## src/rtl/asyn_fifo_pkg.sv

```systemverilog
// rtl/asyn_fifo_pkg.sv - default asyn_fifo widths and Gray-code helpers shared by both pointer controllers
package asyn_fifo_pkg;

   localparam int ASYN_ADDR_WIDTH = 4;
   localparam int ASYN_DATA_WIDTH = 32;
   localparam int GRAY_MAX_W      = 32;

   // Callers zero-extend into GRAY_MAX_W and cast the result back to their own pointer width.
   function automatic logic [GRAY_MAX_W-1:0] bin2gray(input logic [GRAY_MAX_W-1:0] b);
      return (b >> 1) ^ b;
   endfunction

   function automatic logic [GRAY_MAX_W-1:0] gray2bin(input logic [GRAY_MAX_W-1:0] g);
      logic [GRAY_MAX_W-1:0] b;
      b[GRAY_MAX_W-1] = g[GRAY_MAX_W-1];
      for (int i = GRAY_MAX_W-2; i >= 0; i--) begin
         b[i] = b[i+1] ^ g[i];
      end
      return b;
   endfunction

endpackage

```

## src/rtl/rd_ctrl_fwft_if.sv

```systemverilog
// rtl/rd_ctrl_fwft_if.sv - first-word-fall-through read stream between rd_ctrl_fwft and its consumer
interface rd_ctrl_fwft_if
   import asyn_fifo_pkg::*;
#(
   parameter int DATA_WIDTH = ASYN_DATA_WIDTH
);
   logic [DATA_WIDTH-1:0] rdata;
   logic                  rvalid;
   logic                  rready;

   modport master (output rdata, output rvalid, input rready);
   modport slave  (input rdata, input rvalid, output rready);
endinterface

```

## src/rtl/rd_ctrl_fwft_out_buf.sv

```systemverilog
// rtl/rd_ctrl_fwft_out_buf.sv - rd_out_buf, 2-entry head+skid buffer turning RAM read data into an FWFT stream
module rd_out_buf
   import asyn_fifo_pkg::*;
#(
   parameter int DATA_WIDTH = ASYN_DATA_WIDTH
) (
   input  logic                  rclk,
   input  logic                  rrst_n,
   input  logic                  in_valid,
   input  logic [DATA_WIDTH-1:0] in_data,
   output logic                  out_valid,
   input  logic                  out_ready,
   output logic [DATA_WIDTH-1:0] out_data,
   output logic [1:0]            count
);

   logic [DATA_WIDTH-1:0] head_q;
   logic [DATA_WIDTH-1:0] skid_q;
   logic [1:0]            bcnt_q;
   logic                  pop;

   assign pop       = out_valid & out_ready;
   assign out_valid = (bcnt_q != 2'd0);
   assign out_data  = head_q;
   assign count     = bcnt_q;

   always_ff @(posedge rclk or negedge rrst_n) begin
      if (!rrst_n) begin
         head_q <= '0;
         skid_q <= '0;
         bcnt_q <= 2'd0;
      end else if (pop) begin
         // On a pop the head refills from the skid word first, so order is preserved.
         if (bcnt_q == 2'd2) begin
            head_q <= skid_q;
            if (in_valid) begin
               skid_q <= in_data;
            end
         end else if (in_valid) begin
            head_q <= in_data;
         end
         if (!in_valid) begin
            bcnt_q <= bcnt_q - 2'd1;
         end
      end else if (in_valid) begin
         if (bcnt_q == 2'd0) begin
            head_q <= in_data;
         end else begin
            skid_q <= in_data;
         end
         bcnt_q <= bcnt_q + 2'd1;
      end
   end

endmodule

```

## src/rtl/rd_ctrl_fwft.sv

```systemverilog
// rtl/rd_ctrl_fwft.sv - asyn_fifo read-side pointer/empty controller with FWFT output; RD_LEVEL_EN adds rlevel/ralmost_empty
module rd_ctrl_fwft
   import asyn_fifo_pkg::*;
#(
   parameter int ADDR_WIDTH = ASYN_ADDR_WIDTH,
   parameter int DATA_WIDTH = ASYN_DATA_WIDTH,
   parameter int AE_THRESH  = 2
) (
   input  logic                  rclk,
   input  logic                  rrst_n,
   input  logic [ADDR_WIDTH:0]   rq2_wptr,
   output logic [ADDR_WIDTH:0]   rptr,
   output logic [ADDR_WIDTH-1:0] raddr,
   output logic                  ren,
   input  logic [DATA_WIDTH-1:0] rdata_mem,
   rd_ctrl_fwft_if.master        rd,
   output logic                  rempty,
   output logic [ADDR_WIDTH:0]   rlevel,
   output logic                  ralmost_empty
);

   localparam int PTR_W = ADDR_WIDTH + 1;

   logic [PTR_W-1:0] rbin;
   logic [PTR_W-1:0] rbin_next;
   logic [PTR_W-1:0] rgray_next;
   logic             inflight;
   logic [1:0]       bcnt;
   logic             pop;
   logic [2:0]       occ_after_pop;

   assign pop = rd.rvalid & rd.rready;

   // Only fetch when the word still fits after this cycle's pop; buffer plus in-flight never exceeds 2.
   assign occ_after_pop = {1'b0, bcnt} + {2'b00, inflight} - {2'b00, pop};
   assign ren           = ~rempty & (occ_after_pop < 3'd2);

   assign rbin_next  = rbin + PTR_W'(ren);
   assign rgray_next = PTR_W'(bin2gray(GRAY_MAX_W'(rbin_next)));
   assign raddr      = rbin[ADDR_WIDTH-1:0];

   always_ff @(posedge rclk or negedge rrst_n) begin
      if (!rrst_n) begin
         rbin     <= '0;
         rptr     <= '0;
         rempty   <= 1'b1;
         inflight <= 1'b0;
      end else begin
         rbin     <= rbin_next;
         rptr     <= rgray_next;
         rempty   <= (rgray_next == rq2_wptr);
         inflight <= ren;
      end
   end

   rd_out_buf #(
      .DATA_WIDTH (DATA_WIDTH)
   ) u_buf (
      .rclk      (rclk),
      .rrst_n    (rrst_n),
      .in_valid  (inflight),
      .in_data   (rdata_mem),
      .out_valid (rd.rvalid),
      .out_ready (rd.rready),
      .out_data  (rd.rdata),
      .count     (bcnt)
   );

`ifdef RD_LEVEL_EN
   logic [PTR_W-1:0] wbin;
   logic [PTR_W-1:0] level_next;

   assign wbin       = PTR_W'(gray2bin(GRAY_MAX_W'(rq2_wptr)));
   assign level_next = wbin - rbin_next;

   always_ff @(posedge rclk or negedge rrst_n) begin
      if (!rrst_n) begin
         rlevel        <= '0;
         ralmost_empty <= 1'b1;
      end else begin
         rlevel        <= level_next;
         ralmost_empty <= (level_next <= PTR_W'(AE_THRESH));
      end
   end
`else
   assign rlevel        = '0;
   assign ralmost_empty = rempty;
`endif

endmodule

```

## src/flat_wrapper.sv

```systemverilog
// flat-port wrapper written by rule: the top's interface ports become plain ports
module rd_ctrl_fwft_flat import asyn_fifo_pkg::*;
#(
   parameter int ADDR_WIDTH = ASYN_ADDR_WIDTH,
   parameter int DATA_WIDTH = ASYN_DATA_WIDTH,
   parameter int AE_THRESH  = 2
)
  (rclk, rrst_n, rq2_wptr, rptr, raddr, ren, rdata_mem, rempty, rlevel, ralmost_empty, rd_rdata, rd_rvalid, rd_rready);
  rd_ctrl_fwft_if #(.DATA_WIDTH(DATA_WIDTH)) rd_i ();
  input  logic rclk;
  input  logic rrst_n;
  input  logic [ADDR_WIDTH:0] rq2_wptr;
  output logic [ADDR_WIDTH:0] rptr;
  output logic [ADDR_WIDTH-1:0] raddr;
  output logic ren;
  input  logic [DATA_WIDTH-1:0] rdata_mem;
  output logic rempty;
  output logic [ADDR_WIDTH:0] rlevel;
  output logic ralmost_empty;
  output wire logic [$bits(rd_i.rdata)-1:0] rd_rdata;
  output wire logic [$bits(rd_i.rvalid)-1:0] rd_rvalid;
  input wire logic [$bits(rd_i.rready)-1:0] rd_rready;
  assign rd_rdata = rd_i.rdata;
  assign rd_rvalid = rd_i.rvalid;
  assign rd_i.rready = rd_rready;
  rd_ctrl_fwft #(.ADDR_WIDTH(ADDR_WIDTH), .DATA_WIDTH(DATA_WIDTH), .AE_THRESH(AE_THRESH)) u_core (.rclk(rclk), .rrst_n(rrst_n), .rq2_wptr(rq2_wptr), .rptr(rptr), .raddr(raddr), .ren(ren), .rdata_mem(rdata_mem), .rd(rd_i), .rempty(rempty), .rlevel(rlevel), .ralmost_empty(ralmost_empty));
endmodule
```

## config.mk

```make
export PLATFORM = sky130hd
export DESIGN_NAME = rd_ctrl_fwft_flat
export DESIGN_NICKNAME = d
export VERILOG_FILES = /design/src/rtl/asyn_fifo_pkg.sv /design/src/rtl/rd_ctrl_fwft_if.sv /design/src/rtl/rd_ctrl_fwft_out_buf.sv /design/src/rtl/rd_ctrl_fwft.sv /design/src/flat_wrapper.sv
export SDC_FILE = /design/constraint.sdc
export NUM_CORES = 1
export LEC_CHECK = 0
export ABC_AREA = 1
export BUFFER_PORTS_ARGS = -buffer_cell sky130_fd_sc_hd__buf_2
export CAP_MARGIN = 20
export CORE_ASPECT_RATIO = 1.1
export CORE_MARGIN = 3
export CORE_UTILIZATION = 45
export CTS_BUF_LIST = sky130_fd_sc_hd__clkbuf_16
export DETAILED_ROUTE_END_ITERATION = 16
export MAX_ROUTING_LAYER = met4
export PLACE_DENSITY = 0.83
export SYNTH_ARGS = -nofsm -noshare
export SYNTH_HDL_FRONTEND = slang
export SYNTH_SLANG_ARGS = --single-unit
```

## constraint.sdc

```tcl
create_clock -name rclk -period 2.7 [get_ports rclk]
set_input_delay 0.54 -clock rclk [delete_from_list [all_inputs] [get_ports rclk]]
set_output_delay 0.54 -clock rclk [all_outputs]
set_load 0.1 [all_outputs]
```

==> flow_metrics.tcl <==
set metrics [dict create \
    reg2reg_slack_ns -0.03 \
    yosys.area.top_type "dfrtp_1" \
    cp.required_ns 2.96 \
    cp_max_fo 5 \
    cpMostUsedCell "nand2_1" \
    hold_viol_final 0 \
    grt-ovfl-total 0 \
    vias 2804 \
    outcome "finished with violations" \
    synth_cell_types 25 \
    die_w_um 90.0 \
    drive_gt1_share_pct 40.7 \
    timing.final.crit_period_ns 2.73 \
    fin_worst_skew_ns 0.00682 \
    fmax_ghz 0.366 \
    crit_arrival_ns 3.00 \
    synth.top_cell.area_share_pct 54.5 \
    insertion_delay_ns 0.33 \
    cts_tree "done" \
    cts_made_buffers 9 \
    synth-seq-area-share_pct 55.2 \
    core_area_sq_um 7510 \
    ys_top_cells_by_area "dfrtp_1 (54%), mux2_2 (10%), nand2_1 (7.1%)" \
    dpl.hpwl_um 4920 \
    async_flop_share_pct 100 \
    clockBufferDepth 2 \
    setup_slack_ns -0.0321 \
    critPathLaunchType "flop" \
    rsz0062_at_grt "true" \
    antennaDiodeCount 0 \
    drtAntennaViolNets 0 \
    viasPerCell 5.13 \
    place_congestion 0.847 \
    top_layer "met4" \
    yosysWarnings 0 \
    drc 0 \
    slew_viol_final 0 \
    worstRegToRegCells 19 \
    antenna_found_initial 0 \
    hold_path_class "in2async" \
    synth_most_common_cell "dfrtp_1" \
    r2r-end "u_core.ralmost_empty" \
    critPathKind "reg2reg" \
    areaGrowthSynthToFinish_pct 30.0 \
    post-route-period-util_pct 101 \
    cp.depth 19 \
    drt_iter0_markers 87 \
    r2r-start "u_core.u_buf.count[1]" \
    setup_viol 2 \
    synth_commonest_cells "dfrtp_1 (76), nand2_1 (66), nand3_1 (47)" \
    fin_nets 481 \
    cp-end-kind "flop" \
    wl_met3_um 377 \
    synth_area_sq_um 3490 \
    cts_root_buf "clkbuf_16" \
    critPathMaxStageDelay_ns 0.56 \
    dieArea_sq_um 8850 \
    cp.buffers_inverters 3 \
    drt-pass1-iter-count 4 \
    cap_viol_max_count 0 \
    ys_seq_elements 77 \
    clock-sinks 77 \
    grt.total_usage_pct 18.4 \
    crit_chain "inv_4, nand2_8, nand2_4, xnor2_2, nand2_1, fa_2, nand2_2, nor2_4, buf_6, ha_4, ha_4, inv_1, nand2_2, nand2_4, nand3_1, nand3_1, nand2_1, nand2_1, nor2_1" \
    crit_family "simple AND/OR/NAND/NOR gates" \
    crit_end "u_core.ralmost_empty" \
    wl_per_cell_um 13.8 \
    cp-startpoint "u_core.u_buf.count[1]" \
    clk_pin_slew_ns 0.06 \
    rows 33 \
    synth_ff_type "dfrtp_1" \
    start_util_pct 46.5 \
    synth_edf_count 0 \
    grt_pass1_wl_um 12800 \
    syn_area_per_cell_sq_um 10.1 \
    grt_pass1_vias 2831 \
    wl_um 7550 \
    failed_checks "negative setup slack" \
    syn_inst 347 \
    route.met2.wl_um 3810 \
    htreeDepth 3 \
    met1_length_um 3270 \
    numPortBuffers 84 \
    cpMaxStageDelayCell "fa_2" \
    pin_count 90 \
    relSlewSlack_pct 35.9 \
    dp_slack_ns -0.0612 \
    grt_max_degree 78 \
    die_h_um 98.4 \
    worst_pin_slew_ns 0.961 \
]
## layout by cell type (no fill, tap or decap)
cell type,instances
clkinv_4,1
nand3_2,4
buf_6,2
conb_1,5
xnor2_2,2
clkbuf_16,9
nor2_1,36
buf_12,2
nand2_4,3
ha_4,2
mux2_2,31
dfstp_2,1
dfrtp_1,75
nand3b_1,1
mux2_1,1
bufinv_16,3
o21ai_0,1
buf_2,82
inv_4,3
buf_4,16
fa_2,1
nand2_1,52
nand3_1,43
inv_1,9
a31oi_1,32
inv_6,1
dfrtp_2,1
inv_2,1
nand2_8,1
nand3_4,1
nand4_1,3
nand2_2,10
clkinv_1,1
nor2_4,3
xor2_1,2
a21oi_1,1
## through the flow
step           TNS [ns]  hold slack, ns  std cells  util, %  instance area (sq um)
3_3_place_gp          0           0.474        524     54.6                   4100
5_1_grt          -0.336           0.442        547     60.4                   4540
3_5_place_dp    -0.0612           0.482        524     54.6                   4100
6_report        -0.0558           0.360        547     60.4                   4540
4_1_cts         -0.0806           0.408        546     59.9                   4500
2_1_floorplan     -2.52           0.244        351        -                   3620
## sequential cells by signal, indices dropped and copies added, names as in the netlist
name and cells:
u_core.u_buf.out_data 32, u_core.u_buf.skid_q 32, u_core.rbin 5, u_core.rptr 4
u_core.u_buf.count 2, u_core.inflight 1, u_core.ralmost_empty 1
## layout make-up
| type | count | area (sq um) |
|---|---|---|
| Fill cell | 641 | 2980 |
| Clock buffer | 9 | 225 |
| Sequential cell | 77 | 1930 |
| Timing Repair Buffer | 102 | 593 |
| Inverter | 13 | 56.3 |
| Clock inverter | 6 | 111 |
| Multi-Input combinational cell | 235 | 1490 |
| Tap cell | 105 | 131 |
## worst min-delay path by stage
| stage | to | slack (ns) | cells past startpoint |
|---|---|---|---|
| 6_report | u_core.u_buf.out_data[16] | 0.36 | 1 |
| 3_5_place_dp | u_core.u_buf.skid_q[20] | 0.48 | 1 |
| 2_1_floorplan | u_core.inflight | 0.24 | 0 |
| 4_1_cts | u_core.u_buf.out_data[16] | 0.41 | 1 |
| 5_1_grt | u_core.u_buf.skid_q[20] | 0.44 | 2 |
| 3_3_place_gp | u_core.u_buf.skid_q[20] | 0.47 | 1 |
## per-layer routing
layer,global-route usage [%],up-vias
met3,3.85,9
met4,7.18,0
li1,-,1354
met1,20.7,1345
met5,-,-
met2,32.2,96
## kinds of logic (layout without fill, tap and decap cells)
logic type / after synthesis / count (layout) / share of synthesized area [%]
AO/OA/AOI/OAI: 34 / 34 / 6.02
XOR/XNOR: 4 / 4 / 1.00
adder cells (fa/ha/maj): 3 / 3 / 1.29
buffers and inverters: 39 / 130 / 6.31
flip-flops: 77 / 77 / 55.2
multiplexers: 32 / 32 / 10.3
other: 1 / 5 / 0.107
AND/OR/NAND/NOR: 157 / 157 / 19.7
## what timing repair did
item / in CTS / in global routing
buffers inserted: 7 / 2
pin swaps: 7 / 11
hold buffers: 0 / 0
endpoints found under the hold margin: 0 / 0
gates resized for setup: 2 / 10
endpoints found under the setup margin: 1 / 3
Power is left out: the tool's default activity adds up to more than one toggle a clock period on the data nets, which glitch-free logic cannot reach.
